[config.mk]
export PLATFORM = sky130hd
export DESIGN_NAME = asynch_receiver
export DESIGN_NICKNAME = d
export VERILOG_FILES = /design/src/rtl/asynch_receiver.sv
export SDC_FILE = /design/constraint.sdc
export NUM_CORES = 1
export LEC_CHECK = 0
export ABC_AREA = 0
export CORE_AREA = 2 2 71 73
export CTS_BUF_LIST = sky130_fd_sc_hd__clkbuf_2 sky130_fd_sc_hd__clkbuf_4 sky130_fd_sc_hd__clkbuf_8
export DETAILED_ROUTE_END_ITERATION = 8
export DIE_AREA = 0 0 73 75
export HOLD_SLACK_MARGIN = 0.15
export MAX_ROUTING_LAYER = met4
export PLACE_DENSITY = 0.54
export REMOVE_ABC_BUFFERS = 1
export SYNTH_ARGS = -nofsm -noshare
export SYNTH_HDL_FRONTEND = slang
export SYNTH_SLANG_ARGS = --single-unit
[constraint.sdc]
create_clock -name clk_100mhz -period 2 [get_ports clk_100mhz]
set_clock_uncertainty 0.15 [all_clocks]
set_input_delay 0.4 -clock clk_100mhz [delete_from_list [all_inputs] [get_ports clk_100mhz]]
set_output_delay 0.4 -clock clk_100mhz [all_outputs]
set_load 0.01 [all_outputs]
[src/rtl/asynch_receiver.sv]
// 8N1 UART receiver: oversamples a synchronized rxd, checks start/stop bits and
// emits each good byte with a single-cycle rdy pulse (ferr on a bad stop bit).
module asynch_receiver #(
  parameter int CLKFREQ = 100_000_000,
  parameter int BAUD    = 9600,
  parameter int SAMPLE  = 16
) (
  input  logic       clk_100mhz,
  input  logic       reset,
  input  logic       rxd,
  output logic [7:0] data,
  output logic       rdy,
  output logic       ferr,
  output logic       busy
);

  localparam int DIV    = CLKFREQ / (BAUD * SAMPLE);
  localparam int DIV_W  = (DIV > 1) ? $clog2(DIV) : 1;
  localparam int TICK_W = $clog2(SAMPLE);

  localparam logic [DIV_W-1:0]  DIV_LAST  = DIV_W'(DIV - 1);
  localparam logic [TICK_W-1:0] HALF_LAST = TICK_W'(SAMPLE / 2 - 1);
  localparam logic [TICK_W-1:0] BIT_LAST  = TICK_W'(SAMPLE - 1);

  typedef enum logic [2:0] {
    IDLE,
    START,
    DATA,
    STOP,
    BREAK
  } state_t;

  state_t state;
  state_t state_next;

  logic              rxd_m;
  logic              rxd_s;
  logic [DIV_W-1:0]  div_cnt;
  logic              tick;
  logic [TICK_W-1:0] tick_cnt;
  logic [2:0]        bit_cnt;
  logic [7:0]        shreg;
  logic              rdy_set;
  logic              ferr_set;

  // Two-flop synchronizer; idles high so reset never looks like a start bit.
  always_ff @(posedge clk_100mhz) begin
    if (reset) begin
      rxd_m <= 1'b1;
      rxd_s <= 1'b1;
    end else begin
      rxd_m <= rxd;
      rxd_s <= rxd_m;
    end
  end

  // Held in IDLE so the first tick lands DIV clocks after the start edge.
  always_ff @(posedge clk_100mhz) begin
    if (reset || state == IDLE) begin
      div_cnt <= '0;
    end else if (div_cnt == DIV_LAST) begin
      div_cnt <= '0;
    end else begin
      div_cnt <= div_cnt + 1'b1;
    end
  end

  assign tick = (state != IDLE) && (div_cnt == DIV_LAST);
  assign busy = (state != IDLE);

  always_ff @(posedge clk_100mhz) begin
    if (reset) begin
      state <= IDLE;
    end else begin
      state <= state_next;
    end
  end

  always_comb begin
    state_next = state;
    rdy_set    = 1'b0;
    ferr_set   = 1'b0;
    case (state)
      IDLE: begin
        if (!rxd_s) state_next = START;
      end
      START: begin
        if (tick && tick_cnt == HALF_LAST) state_next = rxd_s ? IDLE : DATA;
      end
      DATA: begin
        if (tick && tick_cnt == BIT_LAST && bit_cnt == 3'd7) state_next = STOP;
      end
      STOP: begin
        if (tick && tick_cnt == BIT_LAST) begin
          if (rxd_s) begin
            rdy_set    = 1'b1;
            state_next = IDLE;
          end else begin
            ferr_set   = 1'b1;
            state_next = BREAK;
          end
        end
      end
      BREAK: begin
        if (rxd_s) state_next = IDLE;
      end
      default: state_next = IDLE;
    endcase
  end

  // Bit timing and shifting; data bits are taken one full bit after mid-start.
  always_ff @(posedge clk_100mhz) begin
    if (reset) begin
      tick_cnt <= '0;
      bit_cnt  <= '0;
      shreg    <= '0;
      data     <= '0;
      rdy      <= 1'b0;
      ferr     <= 1'b0;
    end else begin
      rdy  <= rdy_set;
      ferr <= ferr_set;
      if (rdy_set) data <= shreg;
      case (state)
        IDLE: begin
          tick_cnt <= '0;
          bit_cnt  <= '0;
        end
        START: begin
          if (tick) tick_cnt <= (tick_cnt == HALF_LAST) ? '0 : tick_cnt + 1'b1;
        end
        DATA: begin
          if (tick) begin
            if (tick_cnt == BIT_LAST) begin
              tick_cnt <= '0;
              shreg    <= {rxd_s, shreg[7:1]};
              if (bit_cnt != 3'd7) bit_cnt <= bit_cnt + 1'b1;
            end else begin
              tick_cnt <= tick_cnt + 1'b1;
            end
          end
        end
        STOP: begin
          if (tick) tick_cnt <= (tick_cnt == BIT_LAST) ? '0 : tick_cnt + 1'b1;
        end
        default: tick_cnt <= '0;
      endcase
    end
  end

endmodule

; Word level (Yosys, flattened, before mapping)
; Cells that the tools add are included.
; Widths: inputs -> output; s select.
[classes]
eq_ne = 19
n_reduce_logical = 15
addsub = 3
n_bitwise = 2
n_mux = 21
div_mod_pow = 0
shifts = 0
order_cmp = 0
mul = 0
[ops]
columns = op, n
row1 = $mux 3, 9
row2 = $ne 2x2->1 const B, 9
row3 = $mux 4, 4
row4 = $pmux 3 s5, 1
row5 = $add 10x1->10 const B, 1
row6 = $eq 10x10->1 const B, 1
row7 = $pmux 4 s2, 1
row8 = $eq 3x2->1 const B, 2
row9 = $eq 3x3->1 const B, 2
row10 = $pmux 3 s2, 1
row11 = $reduce_and 5->1, 1
row12 = $add 4x1->4 const B, 1
row13 = $eq 4x3->1 const B, 1
row14 = $eq 4x4->1 const B, 1
row15 = $logic_and 1x1->1, 4
row16 = $mux 1, 4
row17 = $reduce_and 4->1, 1
row18 = $reduce_or 2->1, 2
row19 = $add 3x1->3 const B, 1
row20 = $eq 3x1->1 const B, 1
row21 = $logic_not 3->1, 1
row22 = $ne 3x3->1 const B, 1
row23 = $reduce_and 3->1, 1
row24 = $reduce_bool 3->1, 1
row25 = other kinds (7), 8
[totals]
mem_count = 0
rom_bits = 0
ramBits = 0
register_bits = 40
latch_bits = 0

; Longest topological paths before layout
[logic_depth]
depth_word = 6
depth_mapped = 7
depth_no_buf = 6

; Least setup slack after synthesis
; Ideal clock, no wire load.
[synth_path]
kind = flip-flop to flip-flop
startpoint = reg bit_cnt[0]
endpoint = reg state[0]
required_time_ns = 1.734
path_stages_with_launch = 7
arrival_time_ns = 1.605
path_slack_ns = 0.129
path_cell_list = dfxtp_1 -> ha_1 -> ha_1 -> buf_1 -> a2111oi_0 -> a211oi_1 -> o211a_1
[synth_via]
elab_chain_cells = 4
[synth_rtl]
columns = item, line
row1 = from (decl), 41  ; logic [2:0] bit_cnt;
row2 = from (signal assigned), 137  ; if (bit_cnt != 3'd7) bit_cnt <= bit_cnt + 1'b1;
row3 = $eq 3x3->1, 91  ; if (tick && tick_cnt == BIT_LAST && bit_cnt == 3'd7) state_next = STOP;
row4 = $logic_and 1x1->1, 91
row5 = $ne 2x2->1 (no source line), --
row6 = $reduce_and 5->1 (no source line), --
row7 = to (signal assigned), 75  ; state <= state_next;
row8 = to (decl), 33  ; state_t state;
; Every way passes these cells.
; A chain may end at the register's enable or synchronous reset.

; Final worst setup path
[layout_path]
startpoint = reg state[1]
endpoint = out busy
[layout_via]
elab_chain_cells = 1
[layout_rtl]
columns = item, line
row1 = $reduce_bool 3->1, 69  ; assign busy = (state != IDLE);
row2 = to (decl), 14  ; output logic busy
; Every way passes these cells.

==> results.sh <==
export IMPL_diodes=0
export IMPL_fmax_mhz=519
export IMPL_drcViolationCount=0
export IMPL_hold_viol=0
export IMPL_cap_violations=0
export IMPL_slew_headroom_pct=67.6
export IMPL_firstDrtPassIters=4
export IMPL_die_w_microns=73
export IMPL_grtUsageMet2_pct=25.5
export IMPL_combPwrFrac_pct=5.4
export IMPL_worst_ep_arrival_time_ns=1.38
export IMPL_via_per_inst=5.51
export IMPL_syn_instance_count=203
export IMPL_hpwl_microns=2740
export IMPL_syn_cell_area_sq_um=1790
export IMPL_worst_setup_path_start_kind="flip-flop"
export IMPL_clockBufferDepth=2
export IMPL_required_ns=1.45
export IMPL_grt_pass1_wl_microns=6550
export IMPL_gp_congestion=0.807
export IMPL_num_rows=25
export IMPL_ys_ff_latch=40
export IMPL_p_per_area_nw_per_um2=712
export IMPL_finalMaxSlewViolations=0
export IMPL_antenna_found_initial=0
export IMPL_final_nets=232
export IMPL_grt_setup_unrepaired="no"
export IMPL_worst_path_largest_cell_delay_ns=0.47
export IMPL_switching_share_pct=20.7
export IMPL_worstSetupEndpointType="output pin"
export IMPL_crit_type="flip-flop to output pin"
export IMPL_ctsRootBufferMaster="clkbuf_8"
export IMPL_num_vias=1538
export IMPL_path_buf_inv=2
export IMPL_start_util_pct=38.5
export IMPL_synth_edf_count=0
export IMPL_finalSetupViolations=0
export IMPL_cts_num_sinks=40
export IMPL_track_usage_pct=15.9
export IMPL_period_share_pct=96.3
export IMPL_numCtsBuffers=5
export IMPL_tns_ns=0
export IMPL_p_leak_nw=0.761
export IMPL_routed_wl_microns=3800
export IMPL_area_growth_pct=21.0
export IMPL_drt_iter0_drc=109
export IMPL_grt_pass1_vias=1459
export IMPL_met1_usage_pct=19.4
export IMPL_min_period_ns=1.93
export IMPL_path_cells="nor3_4 -> inv_1 -> clkdlybuf4s50_1"
export IMPL_ys_types=40
export IMPL_grt_start_max_net_pins=19
export IMPL_drive_gt1_share_pct=14.2
export IMPL_slowest_stage="clkdlybuf4s50_1"
export IMPL_p_int_mw=1.23
export IMPL_ant_nets=0
export IMPL_die_y_microns=75
export IMPL_grt_use_met3_pct=3.21
export IMPL_path_delay_family="buffers and inverters"
export IMPL_grt_overflow_total=0
export IMPL_ys_seq_area_share_pct=44.7
export IMPL_ir_worst_vdd_mv=0.442
export IMPL_clk_pin_slew_worst_paths_ns=0.07
export IMPL_port_buffers=13
export IMPL_whs_ns=0.263
export IMPL_core_sq_um=4660
export IMPL_power_frac_clock_pct=42.3
export IMPL_cts_max_level=2
export IMPL_synth_flop_cell="dfxtp_1"
export IMPL_wl_per_cell_microns=13.6
export IMPL_status="complete, no violations"
export IMPL_switching_power_mw=0.320
export IMPL_die_area_sq_um=5480
export IMPL_io_pins=14
export IMPL_synth_async_reset_ratio_pct=0
export IMPL_syn_avg_cell_area_sq_um=8.83
export IMPL_regToRegSetupSlack_ns=0.12
export IMPL_clock_latency_ns=0.29
export IMPL_ctsHoldBuffers=0
export IMPL_hold_class="flip-flop to flip-flop"
export IMPL_synth_warnings=0
export IMPL_worstMarginPinSlew_ns=0.485
export IMPL_seqPwrFrac_pct=52.4
export IMPL_critPathMaxFanout=7
export IMPL_busiest_layer="met2"
export IMPL_cts_tree="built"
-- final cells by class --
type	instances	area [sq um]
inverters	4	15.0
well taps	54	67.6
flip-flops and latches	40	802
fillers	442	2490
clock inverters	2	35.0
repair buffers	29	250
multi-input cells	144	923
clock buffers	6	76.3
-- cell families (layout without fill, tap and decap cells) --
logic type	Yosys count	count (layout)	share of synthesized area, %
DFF	40	40	44.7
buffers and inverters	19	41	4.54
and+or+nand+nor	78	78	25.8
adders and majority gates	5	5	3.49
xor gates and xnor gates	10	10	4.88
AOI/OAI and AO/OA	51	51	16.6
-- worst reg2reg max path, cell delays in order (launching register included) --
cell,delay [ns]
dfxtp_1,0.38
inv_1,0.06
ha_1,0.19
and4bb_4,0.22
nand3_4,0.14
buf_4,0.22
nand2_1,0.26
nor2_1,0.18
-- path summary, 6_finish.rpt --
check        depth (start not counted)        from    endpoint
max                                  3    state[1]        busy
min                                  1       rxd_m       rxd_s
max reg2reg                          7  div_cnt[0]  div_cnt[4]
min reg2reg                          1       rxd_m       rxd_s
-- layer usage --
metal	up-vias	wire length, microns
met1	732	1810
met3	5	104
met4	0	50
li1	782	-
met5	-	0
met2	19	1830
-- metrics by stage --
stage / utilization [%] / power (mW) / instance area [sq um] / cells / setup WS, ns
2_1_floorplan: - / 0.860 / 1730 / 188 / 0.155
3_3_place_gp: 43.5 / 0.897 / 2030 / 269 / 0.151
3_5_place_dp: 43.5 / 0.897 / 2030 / 269 / 0.0751
4_1_cts: 46.2 / 1.55 / 2150 / 277 / 0.0334
5_1_grt: 46.6 / 1.60 / 2170 / 279 / 0.000545
6_report: 46.6 / 1.55 / 2170 / 279 / 0.0743
-- state kept, by name (all words and copies together), names as in the netlist --
name	flops
div_cnt	10
data	8
shreg	8
tick_cnt	4
bit_cnt	3
state	3
ferr	1
rdy	1
rxd_m	1
rxd_s	1
-- timing repair --
action / in CTS / in global routing
resized for setup: 2 / 2
setup buffers: 0 / 2
endpoints found under the setup margin: 1 / 3
pin swaps: 0 / 1
-- cells in the final DEF, fill, tap and decap left out, types with 3 or more instances in the layout --
cell / Yosys / routed
clkdlybuf4s50_1: 0 / 13
nor3b_1: 3 / 3
o21ai_0: 18 / 18
nand3_1: 11 / 11
o41ai_1: 3 / 3
clkbuf_8: 0 / 5
and3_1: 6 / 6
nor2_1: 16 / 16
a21oi_1: 20 / 20
xnor2_1: 4 / 4
nand2_1: 9 / 9
inv_1: 4 / 4
nand4_1: 14 / 14
dfxtp_1: 40 / 39
xor2_1: 6 / 6
ha_1: 5 / 5
buf_4: 1 / 16
-- synthesized netlist by cell type (all sizes together), types with 2 or more instances --
master	instances	area (sq um)
dfxtp	40	801
xor2	6	52.6
nand2	9	33.8
buf	7	36.3
ha	5	62.6
nor3	3	15.0
nand3	12	72.6
nand4	14	87.6
a21oi	20	100
inv	4	15.0
a211oi	2	15.0
nand3b	2	15.0
nor3b	4	41.3
clkbuf	8	30.0
and3	6	37.5
nor2	16	60.1
o31ai	2	15.0
o41ai	3	26.3
xnor2	4	35.0
o21ai	18	90.1
nor2b	2	12.5
or2	2	12.5
-- power groups by stage --
stage               Sequential (mW)  Combinational (mW)  Clock (mW)
floorplan                     0.831              0.0286           0
global placement              0.826              0.0708           0
detailed placement            0.826              0.0709           0
CTS                           0.809              0.0730       0.671
global route                  0.810              0.0923       0.702
finish                        0.809              0.0829       0.653
(Power assumes the default switching activity.)
